### config.mk
export PLATFORM = sky130hd
export DESIGN_NAME = vga_scanout_flat
export DESIGN_NICKNAME = d
export VERILOG_FILES = /design/src/rtl/vga_pkg.sv /design/src/rtl/vga_scanout_if.sv /design/src/rtl/vga_timing.sv /design/src/rtl/vga_scanout.sv /design/src/flat_wrapper.sv
export SDC_FILE = /design/constraint.sdc
export NUM_CORES = 1
export LEC_CHECK = 0
export CORE_UTILIZATION = 30
export CTS_CLUSTER_SIZE = 8
export DETAILED_ROUTE_END_ITERATION = 10
export PLACE_DENSITY = 0.59
export SYNTH_ARGS = -nofsm -noshare
export SYNTH_HDL_FRONTEND = slang
export SYNTH_SLANG_ARGS = --single-unit
export TNS_END_PERCENT = 20
### constraint.sdc
create_clock -name clk -period 1.75 [get_ports clk]
set_input_delay 0.35 -clock clk [delete_from_list [all_inputs] [get_ports clk]]
set_output_delay 0.35 -clock clk [all_outputs]
set_load 0.005 [all_outputs]
### src/rtl/vga_pkg.sv
// Shared VGA constants: default 640x480@60 timing, RGB444 layout and colour-bar palette.
package vga_pkg;
  localparam int DEF_H_ACTIVE = 640;
  localparam int DEF_H_FP     = 16;
  localparam int DEF_H_SYNC   = 96;
  localparam int DEF_H_BP     = 48;
  localparam int DEF_V_ACTIVE = 480;
  localparam int DEF_V_FP     = 10;
  localparam int DEF_V_SYNC   = 2;
  localparam int DEF_V_BP     = 33;
  localparam int DEF_H_TOTAL  = DEF_H_ACTIVE + DEF_H_FP + DEF_H_SYNC + DEF_H_BP;
  localparam int DEF_V_TOTAL  = DEF_V_ACTIVE + DEF_V_FP + DEF_V_SYNC + DEF_V_BP;

  localparam int CNT_W  = 10;
  localparam int ADDR_W = 19;
  localparam int CH_W   = 4;
  localparam int RGB_W  = 3 * CH_W;

  typedef struct packed {
    logic [CH_W-1:0] r;
    logic [CH_W-1:0] g;
    logic [CH_W-1:0] b;
  } rgb444_t;

  // Stage-0 control bits travelling down the pixel pipeline; syncs are active-low.
  typedef struct packed {
    logic active;
    logic hs;
    logic vs;
    logic fs;
  } sync_t;

  localparam rgb444_t BAR_WHITE   = 12'hFFF;
  localparam rgb444_t BAR_YELLOW  = 12'hFF0;
  localparam rgb444_t BAR_CYAN    = 12'h0FF;
  localparam rgb444_t BAR_GREEN   = 12'h0F0;
  localparam rgb444_t BAR_MAGENTA = 12'hF0F;
  localparam rgb444_t BAR_RED     = 12'hF00;
  localparam rgb444_t BAR_BLUE    = 12'h00F;
  localparam rgb444_t BAR_BLACK   = 12'h000;

  function automatic rgb444_t bar_colour(input logic [2:0] idx);
    case (idx)
      3'd0:    bar_colour = BAR_WHITE;
      3'd1:    bar_colour = BAR_YELLOW;
      3'd2:    bar_colour = BAR_CYAN;
      3'd3:    bar_colour = BAR_GREEN;
      3'd4:    bar_colour = BAR_MAGENTA;
      3'd5:    bar_colour = BAR_RED;
      3'd6:    bar_colour = BAR_BLUE;
      default: bar_colour = BAR_BLACK;
    endcase
  endfunction
endpackage

### src/rtl/vga_scanout_if.sv
// VRAM read port (port B) as seen from the scanout side.
interface vga_scanout_if;
  import vga_pkg::*;
  logic [ADDR_W-1:0] vram_addr;
  logic [RGB_W-1:0]  vram_dout;

  modport master (output vram_addr, input vram_dout);
  modport slave  (input vram_addr, output vram_dout);
endinterface

### src/rtl/vga_timing.sv
// Horizontal/vertical counters and stage-0 active, sync and frame-start decode.
module vga_timing
  import vga_pkg::*;
#(
  parameter int H_ACTIVE = DEF_H_ACTIVE,
  parameter int H_FP     = DEF_H_FP,
  parameter int H_SYNC   = DEF_H_SYNC,
  parameter int H_BP     = DEF_H_BP,
  parameter int V_ACTIVE = DEF_V_ACTIVE,
  parameter int V_FP     = DEF_V_FP,
  parameter int V_SYNC   = DEF_V_SYNC,
  parameter int V_BP     = DEF_V_BP
) (
  input  logic             clk,
  input  logic             rst,
  output logic [CNT_W-1:0] hcnt_o,
  output sync_t            s0_o,
  output logic             frame_end_o
);
  localparam int H_TOTAL = H_ACTIVE + H_FP + H_SYNC + H_BP;
  localparam int V_TOTAL = V_ACTIVE + V_FP + V_SYNC + V_BP;
  localparam logic [CNT_W-1:0] H_LAST = CNT_W'(H_TOTAL - 1);
  localparam logic [CNT_W-1:0] V_LAST = CNT_W'(V_TOTAL - 1);
  localparam logic [CNT_W-1:0] H_ACT  = CNT_W'(H_ACTIVE);
  localparam logic [CNT_W-1:0] V_ACT  = CNT_W'(V_ACTIVE);
  localparam logic [CNT_W-1:0] HS_BEG = CNT_W'(H_ACTIVE + H_FP);
  localparam logic [CNT_W-1:0] HS_END = CNT_W'(H_ACTIVE + H_FP + H_SYNC);
  localparam logic [CNT_W-1:0] VS_BEG = CNT_W'(V_ACTIVE + V_FP);
  localparam logic [CNT_W-1:0] VS_END = CNT_W'(V_ACTIVE + V_FP + V_SYNC);

  logic [CNT_W-1:0] hcnt_q, hcnt_d, vcnt_q, vcnt_d;
  logic             h_last, v_last;

  always_comb begin
    h_last = (hcnt_q == H_LAST);
    v_last = (vcnt_q == V_LAST);
    hcnt_d = h_last ? '0 : hcnt_q + 1'b1;
    vcnt_d = vcnt_q;
    if (h_last) vcnt_d = v_last ? '0 : vcnt_q + 1'b1;
  end

  always_ff @(posedge clk) begin
    if (rst) begin
      hcnt_q <= '0;
      vcnt_q <= '0;
    end else begin
      hcnt_q <= hcnt_d;
      vcnt_q <= vcnt_d;
    end
  end

  always_comb begin
    s0_o.active = (hcnt_q < H_ACT) && (vcnt_q < V_ACT);
    s0_o.hs     = !((hcnt_q >= HS_BEG) && (hcnt_q < HS_END));
    s0_o.vs     = !((vcnt_q >= VS_BEG) && (vcnt_q < VS_END));
    s0_o.fs     = (hcnt_q == '0) && (vcnt_q == '0);
  end

  assign hcnt_o      = hcnt_q;
  assign frame_end_o = h_last && v_last;
endmodule

### src/rtl/vga_scanout.sv
// VGA scanout: linear VRAM address generation plus 2-stage pixel/sync pipeline to the pins.
// Optional colour-bar generator enabled by defining VGA_TEST_PATTERN_EN.
module vga_scanout
  import vga_pkg::*;
#(
  parameter int H_ACTIVE = DEF_H_ACTIVE,
  parameter int H_FP     = DEF_H_FP,
  parameter int H_SYNC   = DEF_H_SYNC,
  parameter int H_BP     = DEF_H_BP,
  parameter int V_ACTIVE = DEF_V_ACTIVE,
  parameter int V_FP     = DEF_V_FP,
  parameter int V_SYNC   = DEF_V_SYNC,
  parameter int V_BP     = DEF_V_BP
) (
  input  logic            clk,
  input  logic            rst,
  vga_scanout_if.master   vram,
  input  logic            test_mode,
  output logic [CH_W-1:0] vga_r,
  output logic [CH_W-1:0] vga_g,
  output logic [CH_W-1:0] vga_b,
  output logic            vga_hs,
  output logic            vga_vs,
  output logic            frame_start
);
  localparam logic [ADDR_W-1:0] ADDR_MAX = ADDR_W'(H_ACTIVE * V_ACTIVE - 1);
  localparam sync_t SYNC_IDLE = '{active: 1'b0, hs: 1'b1, vs: 1'b1, fs: 1'b0};

  sync_t             s0, s1_q;
  logic              frame_end;
  logic [CNT_W-1:0]  hcnt;
  logic [ADDR_W-1:0] addr_q, addr_d;
  rgb444_t           rgb_q, rgb_d;
  logic              hs_q, vs_q, fs_q;

  vga_timing #(
    .H_ACTIVE(H_ACTIVE), .H_FP(H_FP), .H_SYNC(H_SYNC), .H_BP(H_BP),
    .V_ACTIVE(V_ACTIVE), .V_FP(V_FP), .V_SYNC(V_SYNC), .V_BP(V_BP)
  ) u_timing (
    .clk        (clk),
    .rst        (rst),
    .hcnt_o     (hcnt),
    .s0_o       (s0),
    .frame_end_o(frame_end)
  );

  // Parks on the last pixel after the final active cycle so the bus never leaves the frame.
  always_comb begin
    addr_d = addr_q;
    if (frame_end) addr_d = '0;
    else if (s0.active && (addr_q != ADDR_MAX)) addr_d = addr_q + 1'b1;
  end

`ifdef VGA_TEST_PATTERN_EN
  localparam logic [CNT_W-1:0] BAR_W = CNT_W'(H_ACTIVE / 8);
  logic [2:0] bar0, bar1_q;
  logic       tm1_q;

  assign bar0 = 3'(hcnt / BAR_W);

  always_ff @(posedge clk) begin
    if (rst) begin
      bar1_q <= '0;
      tm1_q  <= 1'b0;
    end else begin
      bar1_q <= bar0;
      tm1_q  <= test_mode;
    end
  end

  always_comb begin
    rgb_d = '0;
    if (s1_q.active) rgb_d = tm1_q ? bar_colour(bar1_q) : rgb444_t'(vram.vram_dout);
  end
`else
  logic             unused_test_mode;
  logic [CNT_W-1:0] unused_hcnt;
  assign unused_test_mode = test_mode;
  assign unused_hcnt      = hcnt;

  always_comb begin
    rgb_d = '0;
    if (s1_q.active) rgb_d = rgb444_t'(vram.vram_dout);
  end
`endif

  always_ff @(posedge clk) begin
    if (rst) begin
      addr_q <= '0;
      s1_q   <= SYNC_IDLE;
      rgb_q  <= '0;
      hs_q   <= 1'b1;
      vs_q   <= 1'b1;
      fs_q   <= 1'b0;
    end else begin
      addr_q <= addr_d;
      s1_q   <= s0;
      rgb_q  <= rgb_d;
      hs_q   <= s1_q.hs;
      vs_q   <= s1_q.vs;
      fs_q   <= s1_q.fs;
    end
  end

  assign vram.vram_addr = addr_q;
  assign vga_r          = rgb_q.r;
  assign vga_g          = rgb_q.g;
  assign vga_b          = rgb_q.b;
  assign vga_hs         = hs_q;
  assign vga_vs         = vs_q;
  assign frame_start    = fs_q;
endmodule

### src/flat_wrapper.sv
// flat-port wrapper written by rule: the top's interface ports become plain ports
module vga_scanout_flat import vga_pkg::*;
#(
  parameter int H_ACTIVE = DEF_H_ACTIVE,
  parameter int H_FP     = DEF_H_FP,
  parameter int H_SYNC   = DEF_H_SYNC,
  parameter int H_BP     = DEF_H_BP,
  parameter int V_ACTIVE = DEF_V_ACTIVE,
  parameter int V_FP     = DEF_V_FP,
  parameter int V_SYNC   = DEF_V_SYNC,
  parameter int V_BP     = DEF_V_BP
)
  (clk, rst, test_mode, vga_r, vga_g, vga_b, vga_hs, vga_vs, frame_start, vram_vram_addr, vram_vram_dout);
  vga_scanout_if vram_i ();
  input  logic clk;
  input  logic rst;
  input  logic test_mode;
  output logic [CH_W-1:0] vga_r;
  output logic [CH_W-1:0] vga_g;
  output logic [CH_W-1:0] vga_b;
  output logic vga_hs;
  output logic vga_vs;
  output logic frame_start;
  output wire logic [$bits(vram_i.vram_addr)-1:0] vram_vram_addr;
  input wire logic [$bits(vram_i.vram_dout)-1:0] vram_vram_dout;
  assign vram_vram_addr = vram_i.vram_addr;
  assign vram_i.vram_dout = vram_vram_dout;
  vga_scanout #(.H_ACTIVE(H_ACTIVE), .H_FP(H_FP), .H_SYNC(H_SYNC), .H_BP(H_BP), .V_ACTIVE(V_ACTIVE), .V_FP(V_FP), .V_SYNC(V_SYNC), .V_BP(V_BP)) u_core (.clk(clk), .rst(rst), .vram(vram_i), .test_mode(test_mode), .vga_r(vga_r), .vga_g(vga_g), .vga_b(vga_b), .vga_hs(vga_hs), .vga_vs(vga_vs), .frame_start(frame_start));
endmodule
==> impl_results.md, run 1 <==
* FP Rows at 33
* DR DRC count at 0
* Antenna Diode Count at 0
* Filler instances at between 700 and 800
* Setup slack, reg-to-reg at 0.07 ns
* I/O pin count at 49
* Drt first pass iters at 4
* Initial antenna violation count at 0
* Layout Utilization at a little under half
* Placed wire-length estimate at 4225 um
* Largest net degree at the start of global routing at 28
* Fmax at ~590 MHz
* Skew final at around 0.0094 ns
* Tmin final at about 1.7 ns
* Startpoint Class: flip-flop
* Routed WL per cell at 11.95 um
* Synth Warn # at 0
* GRT Overall Usage at approximately 14%
* Via density at ~4.8
* Multi-input combinational cell area at between 1000 and 1500 um2
* Seq/Total Area, Yosys at between 40% and 50%
* Cell Area, Synth at 2542 um2
* Post-synthesis register bit count at 58
* Storage cell area at between 1000 and 1500 um2
* Max Buffers Root-to-Sink at 2
* Commonest non-fill, non-tap cell in the layout: dfxtp_1
* Max-Cap Viols at 0
* Share of layout cells above drive strength 1 at 24.60%
* Reg2reg end: u_core.vram.vram_addr[4]$_SDFFE_PP0P_
* Num CTS Buffers at 9
* Worst VDD drop at 286.5 uV
* Placed inst area at between 3000 and 4000 um2
* Net Count, Synth at about 300
* H-tree depth at 3
* PwrDens at 755.2 nW/um2
* CP Data Required Time at between 1 and 1.5 ns
* CTS sink count at between 50 and 60
* Area Growth Syn to Fin at 47.49%
* Most frequent cells in the layout: dfxtp_1 (51), buf_4 (48), clkdlybuf4s50_1 (47)
* First-pass GRT wire length at between 9000 and 10000 um
* Drt total wl at approximately 5800 um
* CTS tree: done
* Status: finished clean
* Fin nets at slightly below 400
* RSZ-0062 raised after global routing: true
* Mapped Cells at between 200 and 300
* CP max stage cell: clkdlybuf4s50_1
* Max-slew violations at 0
* Largest area contributor in the netlist: dfxtp_1
* Clk root buf: clkbuf_8
* Hold Crit Start: u_core.s1_q[2]$_SDFF_PP1_
* Cell area after layout at 3750 um2
* Hold Crit Class: flip-flop to flip-flop
* Synth unique cells at 44
* Initial DRC Count at 83
* Synth area leaders: dfxtp_1 (46%), xor2_1 (5.9%), nor2_1 (4.7%), nand4_1 (4.2%), xnor2_1 (3.4%)
* Worst slew margin at 61.68%
* RR Startpoint: u_core.vram.vram_addr[1]$_SDFFE_PP0P_
* Clk slew on worst S/H paths at about 0.06 ns
* WP data arrival at roughly 1.4 ns
* Hold Path End: u_core.vga_hs$_SDFF_PP1_
* Critical path type: flip-flop to primary output
* Die area at 8847 um2
* DR vias at approximately 2300
* Fin crit share at a little over nine tenths
* Crit path largest cell delay at 0.50 ns
* Synth top area share at 45.67%
* CORE AREA at 8217 um2
* Vias in the first global route at 2144
* I/O Buffers at 47
* Starting Density at between 30% and 40%
* Die H at 94.06 um
* Routed Antenna Nets at 0
* Worst Tran Pin Value at ~0.57 ns
* Reg2reg path depth at 7
* CTS Hold Bufs at 0
* Final hold vios at 0
* Setup violators final at 0
* Pleak at between 1 and 1.5 nW
* Skew-Pair Late Insertion Delay at around 0.33 ns
* Crit path max fanout at 4
* Worst Setup End Kind: primary output
* Cells along the critical path: buf_4 -> clkdlybuf4s50_1
* GPL Wtd Cong at 0.7995
* Congestion Overflow GR at 0
* Syn Area/Cell at just over 9 um2
* Hold depth at 1
* Die Width at 94.06 um
registers in the layout, summed over array words and instances (netlist names):
| name | count |
|---|---|
| u_core.vga_b | 4 |
| u_core.vga_hs | 1 |
| u_core.vram.vram_addr | 19 |
| u_core.u_timing.hcnt_o | 10 |
| u_core.vga_r | 4 |
| u_core.vga_vs | 1 |
| u_core.frame_start | 1 |
| u_core.vga_g | 4 |
| u_core.u_timing.vcnt_q | 10 |
| u_core.s1_q | 4 |
synthesized netlist by cell type:
library cell	instances
a211oi_1	4
a21o_1	2
a21o_2	1
a21oi_1	9
a22oi_1	1
and2_0	1
and2_1	13
and3_1	4
and3b_1	1
and4_1	2
and4_4	1
buf_1	1
buf_2	4
buf_6	2
clkbuf_1	3
dfxtp_1	58
ha_1	5
inv_1	6
mux2i_1	1
nand2_1	15
nand3_1	17
nand3_2	1
nand4_1	17
nand4_4	1
nor2_1	32
nor2b_1	3
nor3_1	14
nor3_2	3
nor3_4	1
nor3b_1	1
nor4_1	4
nor4_4	1
nor4b_1	2
nor4bb_1	1
o21a_1	1
o21ai_0	4
o31ai_1	1
or2_2	2
or3_1	7
or3_4	1
or4_1	1
or4b_2	1
xnor2_1	10
xor2_1	17
cells by family after synthesis:
logic type	synth area share [%]
simple gates	33.47
compound gates	5.561
buf+inv	3.149
xor+xnor	9.301
fa+ha+maj	2.461
flops	45.67
mux	0.3937
report_power, final:
part | switching [W] | leakage (nW) | internal [W]
Clock | 0.000518 | 0.0984 | 0.000791
Combinational | 0.0000572 | 0.857 | 0.0000991
Sequential | 0.0000165 | 0.474 | 0.00135
metal layers:
metal / vias up / part of all wire (%) / track usage (%)
li1: 1168 / - / -
met1: 1070 / 45 / 15.55
met2: 61 / 49 / 23.18
met3: 6 / 5.3 / 4.693
met4: 0 / 0.95 / 6.410
met5: - / 0 / 0
critical path, delay by kind of cell (launching register included):
family   cells  cell delay [ns]
buf+inv      2             0.66
flops        1             0.38
repair_timing:
action | in CTS | in global routing
setup buffers | 0 | 0
endpoints found under the setup margin | 1 | 33
cloned | 0 | 0
endpoints found under the hold margin | 0 | 0
gates resized for setup | 1 | 15
final cells by class:
type,instances,share of cell area (%)
Timing Repair Buffer,96,22.69
Clock inverter,5,2.135
Tap cell,105,3.504
Clock buffer,10,3.403
Multi-Input combinational cell,203,36.40
Inverter,6,0.6006
Sequential cell,58,31.26
worst max path at each step:
stage                                           startpoint                                     end  slack (ns)
finish              u_core.vram.vram_addr[11]$_SDFFE_PP0P_                      vram_vram_addr[11]        0.05
global route        u_core.vram.vram_addr[11]$_SDFFE_PP0P_                      vram_vram_addr[11]       -0.02
CTS                   u_core.u_timing.hcnt_o[1]$_SDFF_PP0_  u_core.u_timing.vcnt_q[7]$_SDFFE_PP0P_        0.01
detailed placement                                     rst              u_core.vga_b[2]$_SDFF_PP0_        0.02
global placement                                       rst              u_core.vga_b[2]$_SDFF_PP0_        0.06
floorplan            u_core.vram.vram_addr[0]$_SDFFE_PP0P_  u_core.vram.vram_addr[15]$_SDFFE_PP0P_        0.02
stage by stage:
step / setup WS, ns / std cells / total power (W) / hold slack (ns) / setup TNS, ns
floorplan: 0.02473 / 277 / 0.001460 / 0.3895 / 0
global placement: 0.05660 / 468 / 0.001551 / 0.3992 / 0
detailed placement: 0.01621 / 468 / 0.001554 / 0.4004 / 0
CTS: 0.01267 / 483 / 0.002876 / 0.4172 / 0
global route: -0.02286 / 483 / 0.002971 / 0.4405 / -0.04277
finish: 0.04887 / 483 / 0.002832 / 0.4114 / 0
No activity file was read; power rests on OpenSTA's default activity.
==> inputs of run 2 (changes only) <==
--- a/config.mk
+++ b/config.mk
@@ -5,7 +5,9 @@
 export SDC_FILE = /design/constraint.sdc
 export NUM_CORES = 1
 export LEC_CHECK = 0
+export CORE_MARGIN = 3
 export CORE_UTILIZATION = 30
+export CTS_CLUSTER_DIAMETER = 120
 export CTS_CLUSTER_SIZE = 8
 export DETAILED_ROUTE_END_ITERATION = 10
 export PLACE_DENSITY = 0.59
==> run 2 against run 1 <==
  * Count of clock-buffer cells in the layout increased by 1
  * Via count decreased by 3.6%
  * Non-clock buffer count decreased by 7
  * Total power decreased by 2.1%
  * Global-route usage decreased by 1.7 points
  * Die area increased by 8.7%
  * Critical path depth unchanged
  * Core utilization increased by 0.36 points
  * Register-to-register slack about the same
  * Final cell count decreased by 1.9%
  * Cell area decreased by 2.3%
  * Critical endpoint is now vram_vram_addr[5]
  * Highest routed layer unchanged
==> impl_results.md, run 2 (synthesis gave the netlist of run 1 again) <==
* Congestion Overflow GR at 0
* DR vias at 2222
* Setup violators final at 0
* GPL Wtd Cong at 0.7979
* Worst Setup End Kind: primary output
* Internal at 0.002178 W
* Hold Crit Start: u_core.s1_q[1]$_SDFF_PP1_
* Drt total wl at ~5700 um
* CTS Hold Bufs at 0
* Sw frac at between 20% and 30%
* I/O pin count at 49
* GRT Overall Usage at approximately 12%
* Reg2reg path depth at 5
* Switching power at roughly 0.0006 W
* CTS tree: done
* Max Buffers Root-to-Sink at 2
* Share of layout cells above drive strength 1 at about 22%
* Max reg flops at 19
* PwrDens at 756.7 nW/um2
* RR Startpoint: u_core.u_timing.hcnt_o[7]$_SDFF_PP0_
* Fin crit share at a little over nine tenths
* Cell area after layout at roughly 3700 um2
* WP data arrival at ~1.4 ns
* Vias in the first global route at between 2000 and 2500
* Worst VDD drop at 367.8 uV
* CP Data Required Time at 1.40 ns
* Worst Tran Pin Value at between 0.5 and 0.6 ns
* Status: finished clean
* Via density at about 4.7
* H-tree depth at 3
* Num CTS Buffers at 9
* Placed inst area at roughly 3400 um2
* Initial DRC Count at 107
* Routed Antenna Nets at 0
* Max-Cap Viols at 0
* Commonest non-fill, non-tap cell in the layout: dfxtp_1
* Die area at 9616 um2
* Worst slew margin at approximately 62%
* I/O Buffers at 47
* Setup TNS at 0 ns
* Crit path max fanout at 4
* Fmax at between 500 and 600 MHz
* Largest net degree at the start of global routing at 28
* Tmin final at around 1.7 ns
* First-pass GRT wire length at 9542 um
* Max-slew violations at 0
* Hold Crit Class: flip-flop to flip-flop
* Filler instances at a little under 800
* Area Growth Syn to Fin at 44.14%
* Skew final at about 0.0058 ns
* Crit path from: u_core.vram.vram_addr[5]$_SDFFE_PP0P_
* Critical path type: flip-flop to primary output
* Startpoint Class: flip-flop
* Clk root buf: clkbuf_8
* Hold depth at 1
* Initial antenna violation count at 0
* Reg2reg end: u_core.vram.vram_addr[3]$_SDFFE_PP0P_
* Die H at roughly 98 um
* Die Width at around 98 um
* Clock power share at 45.0%
* WHS at ~0.41 ns
* Fin nets at 387
* DR DRC count at 0
* Hold Path End: u_core.vga_vs$_SDFF_PP1_
* Drt first pass iters at 4
* Routed WL per cell at ~12 um
* Clk slew on worst S/H paths at approximately 0.070 ns
* Final hold vios at 0
* Starting Density at 31.91%
* Most frequent cells in the layout: dfxtp_1 (54), clkdlybuf4s50_1 (47), buf_4 (41)
* Skew-Pair Late Insertion Delay at 0.32 ns
* CTS sink count at between 50 and 60
* Gate power share at between 5 and 6%
* FP Rows at 32
* Setup slack, reg-to-reg at about 0.08 ns
* Antenna Diode Count at 0
* Placed wire-length estimate at approximately 4200 um
* Pleak at ~1.4 nW
* CORE AREA at approximately 8000 um2
* Register share of total power at about half
-- run 2: changes by cell type in the layout (fill, tap and decap cells not counted), sizes merged --
cell	delta
buf	-7
clkinvlp	-1
clkinv	+2
clkbuf	+1
bufinv	-1
-- run 2: worst max-delay path by stage --
stage / end / slack, ns / cells past startpoint
final: vram_vram_addr[5] / 0.05 / 2
after CTS: u_core.u_timing.vcnt_q[8]$_SDFFE_PP0P_ / 0.02 / 6
after detailed placement: u_core.u_timing.vcnt_q[1]$_SDFFE_PP0P_ / 0.05 / 6
after global routing: u_core.vram.vram_addr[3]$_SDFFE_PP0P_ / -0.03 / 7
after global placement: u_core.vram.vram_addr[8]$_SDFFE_PP0P_ / 0.08 / 6
after floorplan: u_core.vram.vram_addr[15]$_SDFFE_PP0P_ / 0.02 / 7
-- run 2: power by group through the flow --
stage          registers, W  logic [W]  clock network, W
2_1_floorplan       0.00140  0.0000600                 0
3_3_place_gp        0.00139   0.000159                 0
3_5_place_dp        0.00140   0.000161                 0
4_1_cts             0.00137   0.000163           0.00128
5_1_grt             0.00137   0.000176           0.00134
6_report            0.00137   0.000159           0.00125
-- run 2: routing by layer --
layer | vias to the layer above | GRT usage (%) | share of wire, %
li1 | 1156 | - | -
met1 | 1011 | 15.39 | 49
met4 | 0 | 6.603 | 1.6
met5 | - | 0 | 0
met2 | 46 | 19.01 | 45
met3 | 9 | 2.286 | 3.9
-- run 2: stage by stage --
step | utilization, % | worst slack, ns | total power (W) | std cells
6_report | 46.00 | 0.05360 | 0.002773 | 474
5_1_grt | 46.00 | -0.03043 | 0.002882 | 474
4_1_cts | 45.46 | 0.01732 | 0.002806 | 473
3_5_place_dp | 42.90 | 0.04822 | 0.001557 | 457
3_3_place_gp | 42.90 | 0.07534 | 0.001554 | 457
2_1_floorplan | - | 0.02473 | 0.001460 | 277
-- run 2: final cells by class --
cell class	count	area [um2]	share of cell area (%)
clock inverters	5	52.55	1.434
repair buffers	89	798.3	21.78
inverters	6	22.52	0.6145
multi-input cells	203	1346	36.74
flip-flops and latches	58	1166	31.82
well taps	102	127.6	3.482
clock buffers	11	151.4	4.131
-- run 2: worst max-delay path: stages, from the launching register on --
cell and delay [ns]:
dfxtp_1 0.37, buf_4 0.15, clkdlybuf4s50_1 0.51
-- run 2: repair_timing --
action,in CTS,in global routing
gates resized for setup,0,8
buffers inserted,0,1
setup endpoints to repair,0,31
==> inputs of run 3 (changes only) <==
--- a/config.mk
+++ b/config.mk
@@ -13,5 +13,6 @@
 export PLACE_DENSITY = 0.59
 export SYNTH_ARGS = -nofsm -noshare
 export SYNTH_HDL_FRONTEND = slang
+export SYNTH_HIERARCHICAL = 1
 export SYNTH_SLANG_ARGS = --single-unit
 export TNS_END_PERCENT = 20
==> run 3 against run 2 <==
  * The run now ends with setup timing left
  * First-iteration DRC count decreased by 44%
  * Clock skew rose by 0.0069 ns
  * Sequential power is essentially flat
  * Die area increased by 1.6%
  * Worst setup slack lost 0.22 ns
  * Core utilization grew 2.4 points
  * Combinational power up 140%
  * Total power grew 8.1%
  * Critical endpoint is now u_core/vram.vram_addr[16]$_SDFFE_PP0P_
==> impl_results.md, run 3 <==
* Status: finished with violations
* Failing checks: setup timing
* Register share of total power at between 40% and 50%
* Post-synthesis register bit count at 58
* Worst Setup End Kind: flip-flop
* Worst VDD drop at 525.3 uV
* Synth unique cells at 47
* Initial antenna violation count at 0
* Antenna Diode Count at 0
* Die Width at just under 100 um
* Clk slew on worst S/H paths at roughly 0.07 ns
* GRT Overall Usage at between 10 and 15%
* Die H at a little under 100 um
* Largest area contributor in the netlist: dfxtp_1
* Worst slew margin at 58.68%
* FP Rows at 33
* Setup slack, reg-to-reg at -0.16 ns
* Worst Tran Pin Value at 0.6185 ns
* Clock power share at 40.4%
* WHS at between 0.4 and 0.5 ns
* RR Startpoint: u_core/u_timing/vcnt_q[7]$_SDFFE_PP0N_
* CTS tree: done
* Hold Path End: u_core/vga_hs$_SDFF_PP1_
* Final Instance Count excl. Fillers at 521
* Via density at 4.940
* Max-Cap Viols at 0
* Die area at 9771 um2
* Area Growth Syn to Fin at 55.25%
* Total power at between 0.002 and 0.003 W
* Internal at approximately 0.0023 W
* Gate power share at 12.9%
* Congestion Overflow GR at 0
* Cell Area, Synth at ~2600 um2
* I/O pin count at roughly 50
* Top FF cell, synth: dfxtp_1
* CP Data Required Time at 2.01 ns
* Most frequent cells in the layout: buf_4 (66), clkdlybuf4s50_1 (47), dfxtp_1 (47)
* CTS Hold Bufs at 0
* Drt first pass iters at 4
* GPL Wtd Cong at between 0.8 and 0.9
* Crit path largest cell delay at 0.54 ns
* Sw frac at about a quarter
* Skew final at ~0.013 ns
* Worst slack at placement at -0.2532 ns
* Number of flops mapped to enable cells by yosys at 0
* Commonest non-fill, non-tap cell in the layout: buf_4
* Routed WL per cell at about 13 um
* Post-placement cell count at 500
* Net Count, Synth at roughly 310
* Largest net degree at the start of global routing at 13
* Seq/Total Area, Yosys at about 45%
* Most instantiated cells after synthesis: dfxtp_1 (58), nor2_1 (26), nand3_1 (23)
* Final hold vios at 0
* PwrDens at 746.4 nW/um2
* Hold depth at 1
* RSZ-0062 raised after global routing: true
* Synth top area share at between 40% and 50%
* Fmax at approximately 520 MHz
* Ys async rst share at 0%
* Met3 usage at approximately 3.9%
* Hold Crit Start: u_core/s1_q[2]$_SDFF_PP1_
* Share of layout cells above drive strength 1 at 30.77%
* CORE AREA at roughly 8300 um2
* Most common cell in the netlist: dfxtp_1
* Reg2reg end: u_core/vram.vram_addr[16]$_SDFFE_PP0P_
* Startpoint Class: flip-flop
* Cells along the critical path: and3_4 -> nand2_2 -> and3b_1 -> nand4_1 -> or4_4 -> or3_1 -> a21oi_1
* I/O Buffers at 47
* Max-slew violations at 0
* Reg2reg path depth at 7
* Max Buffers Root-to-Sink at 2
* WP data arrival at around 2.2 ns
* Synth area leaders: dfxtp_1 (45%), nand3_1 (4.5%), nor2_1 (3.8%), and2_1 (2.9%), o21ai_0 (2.5%)
* Switching power at roughly 0.00073 W
* Mapped Cells at ~290
* Starting Density at between 30% and 40%
* CP max stage cell: or4_4
* Hold Crit Class: flip-flop to flip-flop
* Fin nets at between 400 and 500
* DR DRC count at 0
* DR vias at 2574
* Crit path max fanout at 6
* Fin crit share at 109.2%
* H-tree depth at 3
* Filler instances at 794
* Synth Warn # at 6
* Syn Area/Cell at just under 9 um2
* Vias in the first global route at approximately 2500
* First-pass GRT wire length at approximately 12000 um
* Placed wire-length estimate at approximately 5000 um
* M2 GR Usage at 24.43%
* Final setup margin at -0.1614 ns
* Num CTS Buffers at 9
* CTS sink count at 58
* Routed Antenna Nets at 0
* Layout Utilization at around half
* Grt peak-use layer: met2
* Max reg flops at 19
* Initial DRC Count at 60
* Grt met1 use at roughly 18%
* Critical path type: flip-flop to flip-flop
* Setup violators final at 14
* Skew-Pair Late Insertion Delay at approximately 0.34 ns
* Pleak at between 1.5 and 2 nW
* Clk root buf: clkbuf_8
* Tmin final at about 1.9 ns
* Drt total wl at around 7000 um
==> run 3: cell count changes after synthesis, moves of 6 or more <==
cell and delta:
o21ai_0 +9, nand4_1 -7, nor2_1 -6, nand3_1 +6
a31oi_1 +8, inv_1 +7, xor2_1 -12, nor3_1 -9
==> run 3: final cells by class <==
cell class,instances,area [um2],share of cell area (%)
Multi-Input combinational cell,212,1430,35.62
Sequential cell,58,1177,29.32
Timing Repair Buffer,118,1035,25.77
Clock buffer,10,137.6,3.428
Tap cell,105,131.4,3.272
Clock inverter,5,55.05,1.371
Inverter,13,48.80,1.215
==> run 3: stage by stage <==
step	area, um2	setup TNS (ns)
final	4015	-0.9619
after global placement	3670	-1.760
after floorplan	2648	-2.429
after global routing	4015	-3.016
after detailed placement	3670	-2.377
after CTS	3949	-1.451
==> run 3: worst max-delay path by stage <==
stage,slack (ns),startpoint,cells past startpoint,to
after floorplan,-0.26,u_core/u_timing/hcnt_o[0]$_SDFF_PP0_,10,u_core/vram.vram_addr[17]$_SDFFE_PP0P_
after global placement,-0.23,u_core/u_timing/hcnt_o[7]$_SDFF_PP0_,6,u_core/vram.vram_addr[18]$_SDFFE_PP0P_
after detailed placement,-0.25,u_core/u_timing/vcnt_q[7]$_SDFFE_PP0N_,7,u_core/vram.vram_addr[18]$_SDFFE_PP0P_
after CTS,-0.20,u_core/u_timing/vcnt_q[7]$_SDFFE_PP0N_,7,u_core/vram.vram_addr[18]$_SDFFE_PP0P_
after global routing,-0.26,u_core/u_timing/vcnt_q[7]$_SDFFE_PP0N_,7,u_core/vram.vram_addr[14]$_SDFFE_PP0P_
final,-0.16,u_core/u_timing/vcnt_q[7]$_SDFFE_PP0N_,7,u_core/vram.vram_addr[16]$_SDFFE_PP0P_
==> run 3: cell families (layout without fill, tap and decap cells) <==
group | Yosys count | in the layout | synth area share [%]
flip-flops | 58 | 58 | 44.90
multiplexers | 1 | 1 | 0.3870
buffers and inverters | 23 | 146 | 4.209
AO/OA/AOI/OAI | 47 | 47 | 11.61
XOR/XNOR | 11 | 11 | 3.725
AND/OR/NAND/NOR | 148 | 148 | 32.75
adder cells (fa/ha/maj) | 5 | 5 | 2.419
==> run 3: worst max-delay path: cells and delay by family (launching register included) <==
kind	cells	cell delay, ns
AOI/OAI and AO/OA	1	0.14
DFF	1	0.32
and+or+nand+nor	6	1.40
==> run 3: power groups by stage <==
| stage | clock [W] | combinational [W] | sequential, W |
|---|---|---|---|
| 6_report | 0.00121 | 0.000386 | 0.00140 |
| 5_1_grt | 0.00131 | 0.000424 | 0.00140 |
| 4_1_cts | 0.00126 | 0.000379 | 0.00140 |
| 3_5_place_dp | 0 | 0.000368 | 0.00143 |
| 3_3_place_gp | 0 | 0.000358 | 0.00143 |
| 2_1_floorplan | 0 | 0.000130 | 0.00145 |
==> run 3: repair_timing <==
action | in CTS | in global routing
endpoints found under the setup margin | 21 | 34
gates cloned | 0 | 0
buffers inserted | 6 | 0
gates resized for setup | 11 | 22
pin swaps | 15 | 8
==> run 3: metal layers <==
| metal | routed length (um) | up-vias |
|---|---|---|
| met5 | 0 | - |
| met2 | 3427 | 44 |
| li1 | - | 1293 |
| met4 | 83 | 0 |
| met1 | 2995 | 1230 |
| met3 | 303 | 7 |
